$ cat config.mk
export PLATFORM = sky130hd
export DESIGN_NAME = counter_bank_reader
export DESIGN_NICKNAME = d
export VERILOG_FILES = /design/src/rtl/counter_bank_reader_pkg.sv /design/src/rtl/counter_bank_reader.sv
export SDC_FILE = /design/constraint.sdc
export NUM_CORES = 1
export LEC_CHECK = 0
export CAP_MARGIN = 20
export CORE_MARGIN = 2
export CORE_UTILIZATION = 54
export DETAILED_ROUTE_END_ITERATION = 6
export DONT_BUFFER_PORTS = 1
export GPL_ROUTABILITY_DRIVEN = 0
export PLACE_DENSITY = 0.69
export SETUP_SLACK_MARGIN = 0.3
export SLEW_MARGIN = 25
export SYNTH_ARGS = -nofsm -noshare
export SYNTH_HDL_FRONTEND = slang
export SYNTH_SLANG_ARGS = --single-unit
$ cat constraint.sdc
create_clock -name clock -period 3.83 [get_ports clock]
set_input_delay 0.383 -clock clock [delete_from_list [all_inputs] [get_ports clock]]
set_output_delay 0.383 -clock clock [all_outputs]
set_load 0.01 [all_outputs]
$ cat src/rtl/counter_bank_reader_pkg.sv
// Shared types and helpers for the counter bank reader: FSM state encoding
// and the beat-index width derivation.
package counter_bank_reader_pkg;

  typedef enum logic {
    IDLE = 1'b0,
    SEND = 1'b1
  } state_e;

  function automatic int idx_width(input int n);
    if (n <= 1) begin
      return 1;
    end else begin
      return $clog2(n);
    end
  endfunction

endpackage

$ cat src/rtl/counter_bank_reader.sv
// Snapshots a bank of free-running counters in one cycle and streams the
// captured values out, one beat per counter, over a valid/ready interface.
module counter_bank_reader
  import counter_bank_reader_pkg::*;
#(
  parameter  int NUM_CNT   = 8,
  parameter  int CNT_WIDTH = 32,
  localparam int IDX_W     = idx_width(NUM_CNT)
) (
  input  logic                         clock,
  input  logic                         aclr_n,
  input  logic [NUM_CNT*CNT_WIDTH-1:0] cnt_in,
  input  logic                         snap_req,
  input  logic                         clr_on_read,
  output logic                         cnt_sclr,
  output logic                         out_valid,
  input  logic                         out_ready,
  output logic [CNT_WIDTH-1:0]         out_data,
  output logic [IDX_W-1:0]             out_idx,
  output logic                         out_last,
  output logic                         busy,
  output logic                         req_dropped,
  input  logic                         drop_clr
);

  localparam logic [IDX_W-1:0] LAST_IDX = IDX_W'(NUM_CNT - 1);

  state_e                 state_q, state_d;
  logic [IDX_W-1:0]       idx_q, idx_d;
  logic [CNT_WIDTH-1:0]   snap_q [NUM_CNT];
  logic [CNT_WIDTH-1:0]   snap_d [NUM_CNT];
  logic                   drop_q, drop_d;
  logic                   sending_s;
  logic                   last_s;
  logic [CNT_WIDTH-1:0]   data_s;

  assign sending_s = (state_q == SEND);
  assign last_s    = sending_s && (idx_q == LAST_IDX);

  // Next-state logic: capture on an idle request, advance the index per handshake.
  always_comb begin
    state_d = state_q;
    idx_d   = idx_q;
    snap_d  = snap_q;
    case (state_q)
      IDLE: begin
        if (snap_req) begin
          state_d = SEND;
          idx_d   = '0;
          for (int i = 0; i < NUM_CNT; i++) begin
            snap_d[i] = cnt_in[i*CNT_WIDTH +: CNT_WIDTH];
          end
        end else begin
          state_d = IDLE;
        end
      end
      SEND: begin
        if (out_ready) begin
          if (idx_q == LAST_IDX) begin
            state_d = IDLE;
          end else begin
            idx_d = idx_q + IDX_W'(1);
          end
        end else begin
          state_d = SEND;
        end
      end
      default: begin
        state_d = IDLE;
      end
    endcase
  end

  // A request landing while streaming sets the sticky flag, and wins over drop_clr.
  always_comb begin
    drop_d = drop_q;
    if (snap_req && sending_s) begin
      drop_d = 1'b1;
    end else if (drop_clr) begin
      drop_d = 1'b0;
    end else begin
      drop_d = drop_q;
    end
  end

  // Beat data mux; outside a stream the data bus is held at zero.
  always_comb begin
    data_s = '0;
    for (int i = 0; i < NUM_CNT; i++) begin
      if (sending_s && (idx_q == IDX_W'(i))) begin
        data_s = snap_q[i];
      end else begin
        data_s = data_s;
      end
    end
  end

  // State, index, sticky flag and snapshot registers.
  always_ff @(posedge clock or negedge aclr_n) begin
    if (!aclr_n) begin
      state_q <= IDLE;
      idx_q   <= '0;
      drop_q  <= 1'b0;
      for (int i = 0; i < NUM_CNT; i++) begin
        snap_q[i] <= '0;
      end
    end else begin
      state_q <= state_d;
      idx_q   <= idx_d;
      drop_q  <= drop_d;
      snap_q  <= snap_d;
    end
  end

  // The clear is issued on the capture edge itself so no count is read twice.
  assign cnt_sclr    = snap_req & (state_q == IDLE) & clr_on_read;
  assign out_valid   = sending_s;
  assign busy        = sending_s;
  assign out_last    = last_s;
  assign out_idx     = sending_s ? idx_q : '0;
  assign out_data    = data_s;
  assign req_dropped = drop_q;

endmodule
# ---- Word level (Yosys, flattened, before mapping)
# Index checks and enable logic that the tools add are counted.
dict set report totals {
  inputBits 262
  output_inout_bits 40
  reg_bits 261
}
dict set report op_classes {
  bitwise 3
  eq_ne 10
  n_mux 19
  reduce_logical 13
  n_addsub 1
}
# cell count
set op_table {}
lappend op_table {{32-bit two-way mux} 8}
lappend op_table {{3-bit == test (second input constant)} 4}
lappend op_table {{3-bit two-way mux} 4}
lappend op_table {{1-bit logical AND} 9}
lappend op_table {{3-bit by 2-bit == test with 1-bit output (second input constant)} 2}
lappend op_table {{2-bit inequality test (second input constant)} 3}
lappend op_table {{3-bit case mux with 2 select lines} 1}
lappend op_table {{1-bit two-way mux} 5}
lappend op_table {{3-bit by 1-bit adder with 3-bit output (second input constant)} 1}
lappend op_table {{3-bit by 1-bit == test with 1-bit output (second input constant)} 1}
lappend op_table {{3-bit zero test} 1}
lappend op_table {{3-bit AND reduction} 1}
lappend op_table {{1-bit bitwise AND} 2}
lappend op_table {{1-bit case mux with 2 select lines} 1}
lappend op_table {{2-bit AND reduction} 1}
lappend op_table {{2-bit nonzero test} 1}
lappend op_table {{1-bit inverter} 1}

# ---- Depth between registers and ports, before layout
# Gate-level depths: netlist of run 1.
dict set report depth {
  ltp_word 10
  ltp_mapped 9
  mapped_depth_nobuf 7
}

# ---- Worst setup path after synthesis of run 1
# Ideal clock, no wire load.
dict set report synth_path {
  path_kind {register -> output}
  start {reg idx_q[2]}
  end {out out_data[19]}
  path_buffers 3
  slack_ns 1.271
  required_ns 3.447
  stages_incl_launch_ff 10
  t_arrival_ns 2.176
  cell_sequence {dfrtp_1 > clkbuf_1 > inv_1 > ha_1 > clkbuf_1 > or3b_4 > buf_6 > a21oi_2 > a221oi_2 > nor3_2}
}
dict set report synth_via {
  elab_chain_cells 10
}
# item line
set synth_rtl {}
lappend synth_rtl {{start, declared} counter_bank_reader.sv:29} ;# logic [IDX_W-1:0] idx_q, idx_d;
lappend synth_rtl {{start signal, assigned} counter_bank_reader.sv:109} ;# idx_q <= idx_d;
lappend synth_rtl {{3-bit zero test} counter_bank_reader.sv:90} ;# if (sending_s && (idx_q == IDX_W'(i))) begin
lappend synth_rtl {{1-bit logical AND} counter_bank_reader.sv:90}
lappend synth_rtl {{32-bit two-way mux (7 in series)} counter_bank_reader.sv:90}
lappend synth_rtl {{32-bit two-way mux *} counter_bank_reader.sv:90}
lappend synth_rtl {{end, declared} counter_bank_reader.sv:18} ;# output logic [CNT_WIDTH-1:0] out_data,
# Mark *: on every way between the ends. The rest lies on a longest branch, timed or not.

# ---- Final worst setup path of run 1
dict set report layout_path {
  start {reg idx_q[0]}
  end {out out_data[6]}
}
# Same word-level chain as after synthesis.

==> results.yml, run 1 <==
outcome:
  outcome: "finished, violations left"
  violations: "negative hold slack"
timing:
  fin_crit_sh: 0.871
  fmax_ghz: 0.300
  maxSlewViolCount: 0
  worst_slack_ps: 495
  final.setup.tns_ps: 0
  post-route-min-period_ps: 3340
  fin_hold_ws_ps: -450
  finalSetupViolations: 0
  tightestPinTransition_ps: 815
  fin_skew_ps: 14.3
  grt_setup_unrepaired: "false"
  slew_headroom: 0.454
  finalHoldViolCount: 261
final_layout:
  final_area_sq_um: 16500
  nets: 1577
  syn2layout_area_growth_pct: 30.1
  drive_above_1_share: 0.284
  fin_util: 0.709
setup_path:
  startpoint_type: "flip-flop"
  worst-path-buf-inv: 2
  worstPathRequired_ps: 3450
  worstReg2RegEnd: "snap_q[221]$_DFFE_PN0P_"
  r2r_cells: 4
  arrival_ps: 2950
  reg2reg_slack_ps: 1260
  cp-end-kind: "primary output"
  r2r-start: "busy$_DFF_PN0_"
  crit_fanout: 26
  cpPeakStageDelay_ps: 440
  critical-path-slowest-cell: "dfrtp_1"
  worstPathCellList: "inv_1 > ha_1 > buf_4 > nand2_2 > a32o_1 > a21oi_1 > o21ai_1"
  path_delay_family: "compound AO/OA/AOI/OAI gates"
  path_class: "reg -> out"
  cp-startpoint: "idx_q[0]$_DFFE_PN0P_"
cts:
  cts_buffers: 28
  cts_tree: "done"
  clkSinkCount: 261
  holdBufCountCts: 256
  clk_pin_slew_ps: 60
  h-tree-depth: 1
  insertion_delay_ps: 540
  clock_path_buffers: 3
  cts-root-buf: "clkbuf_16"
power_and_ir_drop:
  total_leakage_power_nw: 6.95
  peakVddDrop_uv: 707
  p_per_area_nw_per_um2: 879
detailed_routing:
  wl_per_cell_um: 23.3
  antenna_left: 0
  drc: 0
  drt_pass1_iterations: 5
  drt_iter0_drc: 741
  routed_wl_mm: 38.5
  routed_via_density: 6.03
  num_vias: 9978
yosys:
  yosysSeqAreaShare: 0.515
  synth_flop_cell: "dfrtp_1"
  yosys-top-cells-area: "dfrtp_1 (52%), mux2_2 (19%), o21ai_0 (2.8%)"
  synth_edf_count: 0
  synth_nets: 1344
  synth_top_area_cell: "dfrtp_1"
  syn_area_per_cell_sq_um: 11.8
  syn_area_sq_um: 12700
  synth_seq_cells: 261
  async_flop_share: 1.00
  ys_types: 46
  ys_warn_count: 0
  syn_inst: 1076
  synth_top_area_frac: 0.515
flow_run:
  drv_cap: 0
global_route:
  grt_max_degree: 262
  antenna_found_initial: 6
  grt_usage: 0.308
  grt_first_pass_wirelength_mm: 58.4
  first_global_vias: 10496
  grt_overflow: 0
die:
  ios: 302
  die_w_um: 157
  core_sq_um: 23300
  die_h_um: 157
  start_util: 0.545
  row_count: 56
  design.die.area_sq_um: 24700
hold_path:
  hp-class: "in -> async"
placement:
  dpl_cell_area_sq_um: 12800
  dp_worst_setup_slack_ps: 797
  port_buffers: 0
  dp_hpwl_mm: 23.1
## report_power, final
part	leakage, nW	switching, mW	internal (mW)	total (mW)
logic	3.32	3.68	3.00	6.68
clock network	0.481	1.13	1.64	2.76
registers	3.15	0.912	4.15	5.06
total	6.95	5.72	8.78	14.5
## worst max-delay path by stage
stage,endpoint,slack (ps),depth (start not counted)
floorplan,out_data[19],1270,9
global route,out_data[6],340,7
detailed placement,out_data[6],800,7
CTS,out_data[11],330,8
finish,out_data[6],490,7
global placement,out_data[6],870,7
## cell type report
type | instances | area [sq um]
multi-input combinational | 680 | 5550
tap | 319 | 399
sequential | 261 | 6530
clock inverter | 13 | 134
clock buffer | 39 | 822
fill | 1562 | 6770
antenna | 5 | 12.5
timing repair buffer | 293 | 2870
inverter | 45 | 169
## cells in the mapped netlist (17+ instances only)
library cell and n:
dfrtp_1 261, mux2_2 219, nand2_1 84, o21ai_0 70, a21oi_1 54, inv_1 44, clkbuf_1 36, a221o_1 25
buf_2 25, buf_4 22, nor3_2 20, a21oi_2 19, nor3_1 19, o22ai_1 19, a221oi_1 17
## logic make-up after synthesis
kind of cell / share of synthesized area
AO/OA/AOI/OAI: 0.157
XOR/XNOR: 0.000691
adder cells (fa/ha/maj): 0.00592
buffers and inverters: 0.0528
flip-flops: 0.515
multiplexers: 0.195
AND/OR/NAND/NOR: 0.0733
## sequential cells by signal (all words and copies together) (netlist names)
signal       count
busy             1
idx_q            3
req_dropped      1
snap_q         256
## per-stage QoR
stage	hold WS, ps	power [mW]	instances
finish	-450	14.5	1655
global route	-474	15.3	1654
CTS	-482	14.2	1639
detailed placement	94.2	11.2	1330
global placement	97.4	11.0	1330
floorplan	87.4	9.60	1076
## cell usage in the layout (no fill, tap or decap), drive strengths merged, types with 8 or more instances in the layout
cell type	synthesis	final
clkinv	0	10
o211ai	9	9
nand2b	13	13
buf	55	37
a221o	25	25
o31ai	8	8
a21o	8	8
nor3	39	39
nand2	84	84
nor2b	11	12
o21ai	78	78
dlygate4sd3	0	256
dfrtp	261	261
clkbuf	36	39
nor2	12	12
a221oi	30	30
o22ai	19	19
inv	45	46
a21oi	73	73
a22oi	8	8
mux2	219	219
## worst reg2reg max path: stages (launching register included)
cell and delay, ps:
dfrtp_2 600, buf_4 360, nor2b_4 500, buf_12 450, mux2_2 530
## metal layers
metal | part of all wire | track usage
met5 | 0 | 0
met4 | 0.035 | 0.119
met1 | 0.39 | 0.388
met2 | 0.49 | 0.520
met3 | 0.077 | 0.0664
## timing repair
| item | 4_1_cts | 5_1_grt |
|---|---|---|
| endpoints found under the hold margin | 519 | 261 |
| setup endpoints to repair | 6 | 13 |
| gates cloned | 1 | 0 |
| buffers inserted | 0 | 11 |
| gates resized for setup | 2 | 4 |
No activity file was read; power rests on OpenSTA's default activity.
==> inputs of run 2 (changes only) <==
--- a/config.mk
+++ b/config.mk
@@ -8,6 +8,7 @@
 export CAP_MARGIN = 20
 export CORE_MARGIN = 2
 export CORE_UTILIZATION = 54
+export CTS_BUF_LIST = sky130_fd_sc_hd__clkbuf_16
 export DETAILED_ROUTE_END_ITERATION = 6
 export DONT_BUFFER_PORTS = 1
 export GPL_ROUTABILITY_DRIVEN = 0
==> run 2 against run 1 <==
The flow still finishes with violations (negative hold slack). Sequential cell count stayed put. Largest cell class unchanged. Worst hold slack worse by 16 ps. Global-route usage is 0.15 points higher. Via count is 0.73% lower.
==> results.yml, run 2 (same netlist as run 1, synthesis figures left out) <==
hold_path:
  hp-class: "in -> async"
setup_path:
  cp-startpoint: "idx_q[0]$_DFFE_PN0P_"
  crit_fanout: 26
  startpoint_type: "flip-flop"
  cp-end-kind: "primary output"
  path_class: "reg -> out"
  path_delay_family: "compound AO/OA/AOI/OAI gates"
  cp-endpoint: "out_data[6]"
  reg2reg_slack_ps: 1250
  worst-path-buf-inv: 2
  r2r_cells: 4
  critical-path-slowest-cell: "dfrtp_1"
  worstPathRequired_ps: 3450
  worstReg2RegEnd: "snap_q[252]$_DFFE_PN0P_"
  r2r-start: "busy$_DFF_PN0_"
  worstPathCellList: "inv_1 > ha_1 > buf_4 > nand2_2 > a32o_1 > a21oi_1 > o21ai_1"
  arrival_ps: 2960
  cpPeakStageDelay_ps: 440
  path_depth: 7
timing:
  finalHoldViolCount: 261
  post-route-min-period_ps: 3340
  grt_setup_unrepaired: "false"
  maxSlewViolCount: 0
  fmax_ghz: 0.299
  slew_headroom: 0.376
  finalSetupViolations: 0
  fin_hold_ws_ps: -466
  worst_slack_ps: 489
  fin_crit_sh: 0.872
  final.setup.tns_ps: 0
  tightestPinTransition_ps: 936
  fin_skew_ps: 9.93
final_layout:
  largest_register_ffs: 256
  syn2layout_area_growth_pct: 29.5
  final_cell_mix: "dfrtp_1 (260), dlygate4sd3_1 (256), mux2_2 (219)"
  largestRegisters: "snap_q: 256 flops, idx_q: 3 flops"
  drive_above_1_share: 0.278
  regMostFlops: "snap_q"
  nFillCells: 1590
  final_area_sq_um: 16400
  final_common_cell: "dfrtp_1"
  fin_util: 0.705
  nets: 1577
outcome:
  violations: "negative hold slack"
  outcome: "finished, violations left"
detailed_routing:
  drt_pass1_iterations: 5
  antenna_left: 0
  drt_iter0_drc: 874
  routed_via_density: 5.98
  drc: 0
  routed_wl_mm: 38.6
  num_vias: 9905
  wl_per_cell_um: 23.3
die:
  die_w_um: 157
  die_h_um: 157
  ios: 302
  design.die.area_sq_um: 24700
  start_util: 0.545
  row_count: 56
  core_sq_um: 23300
cts:
  cts-root-buf: "clkbuf_16"
  clk_pin_slew_ps: 70
  h-tree-depth: 1
  cts_buffers: 28
  clkSinkCount: 261
  holdBufCountCts: 256
  cts_tree: "done"
  clock_path_buffers: 3
  insertion_delay_ps: 540
global_route:
  grt_usage: 0.309
  grt_first_pass_wirelength_mm: 58.7
  grt_overflow: 0
  first_global_vias: 10428
  grt_max_degree: 262
  antenna_found_initial: 5
placement:
  dp_worst_setup_slack_ps: 797
  dp_hpwl_mm: 23.1
  dpl_cell_area_sq_um: 12800
  port_buffers: 0
power_and_ir_drop:
  peakVddDrop_uv: 746
  p_per_area_nw_per_um2: 872
  total_leakage_power_nw: 6.92
flow_run:
  drv_cap: 0
-- run 2: final cells by class --
cell class | count | area (sq um) | area share
diodes | 5 | 12.5 | 0.000763
clock buffers | 28 | 701 | 0.0427
clock inverters | 24 | 175 | 0.0107
inverters | 45 | 169 | 0.0103
multi-input cells | 680 | 5550 | 0.338
flip-flops and latches | 261 | 6530 | 0.398
well taps | 319 | 399 | 0.0243
repair buffers | 293 | 2870 | 0.175
-- run 2: worst min-delay path by stage --
stage | from | endpoint
3_3_place_gp | aclr_n | snap_q[21]$_DFFE_PN0P_
5_1_grt | aclr_n | snap_q[213]$_DFFE_PN0P_
4_1_cts | aclr_n | snap_q[156]$_DFFE_PN0P_
6_report | aclr_n | snap_q[213]$_DFFE_PN0P_
2_1_floorplan | aclr_n | busy$_DFF_PN0_
3_5_place_dp | aclr_n | snap_q[183]$_DFFE_PN0P_
-- run 2: repair_timing --
item / CTS / global route
pin swaps: 0 / 0
setup buffers: 0 / 11
endpoints found under the setup margin: 6 / 15
gates resized for setup: 2 / 4
cloned: 1 / 0
endpoints found under the hold margin: 519 / 261
-- run 2: through the flow --
| step | std cells | power, mW |
|---|---|---|
| after floorplan | 1076 | 9.60 |
| after global placement | 1330 | 11.0 |
| after detailed placement | 1330 | 11.2 |
| after CTS | 1639 | 14.0 |
| after global routing | 1653 | 15.1 |
| final | 1655 | 14.3 |
-- run 2: metal layers --
metal | up-vias | share of wire | track usage
li1 | 4366 | - | -
met4 | 0 | 0.035 | 0.110
met3 | 102 | 0.076 | 0.0642
met2 | 471 | 0.49 | 0.524
met1 | 4966 | 0.40 | 0.394
met5 | - | 0 | 0
-- run 2: report_power, final --
part           switching [mW]  leakage, nW  internal (mW)
registers               0.908         3.15           4.15
logic                    3.66         3.32           3.00
clock network            1.13        0.449           1.47
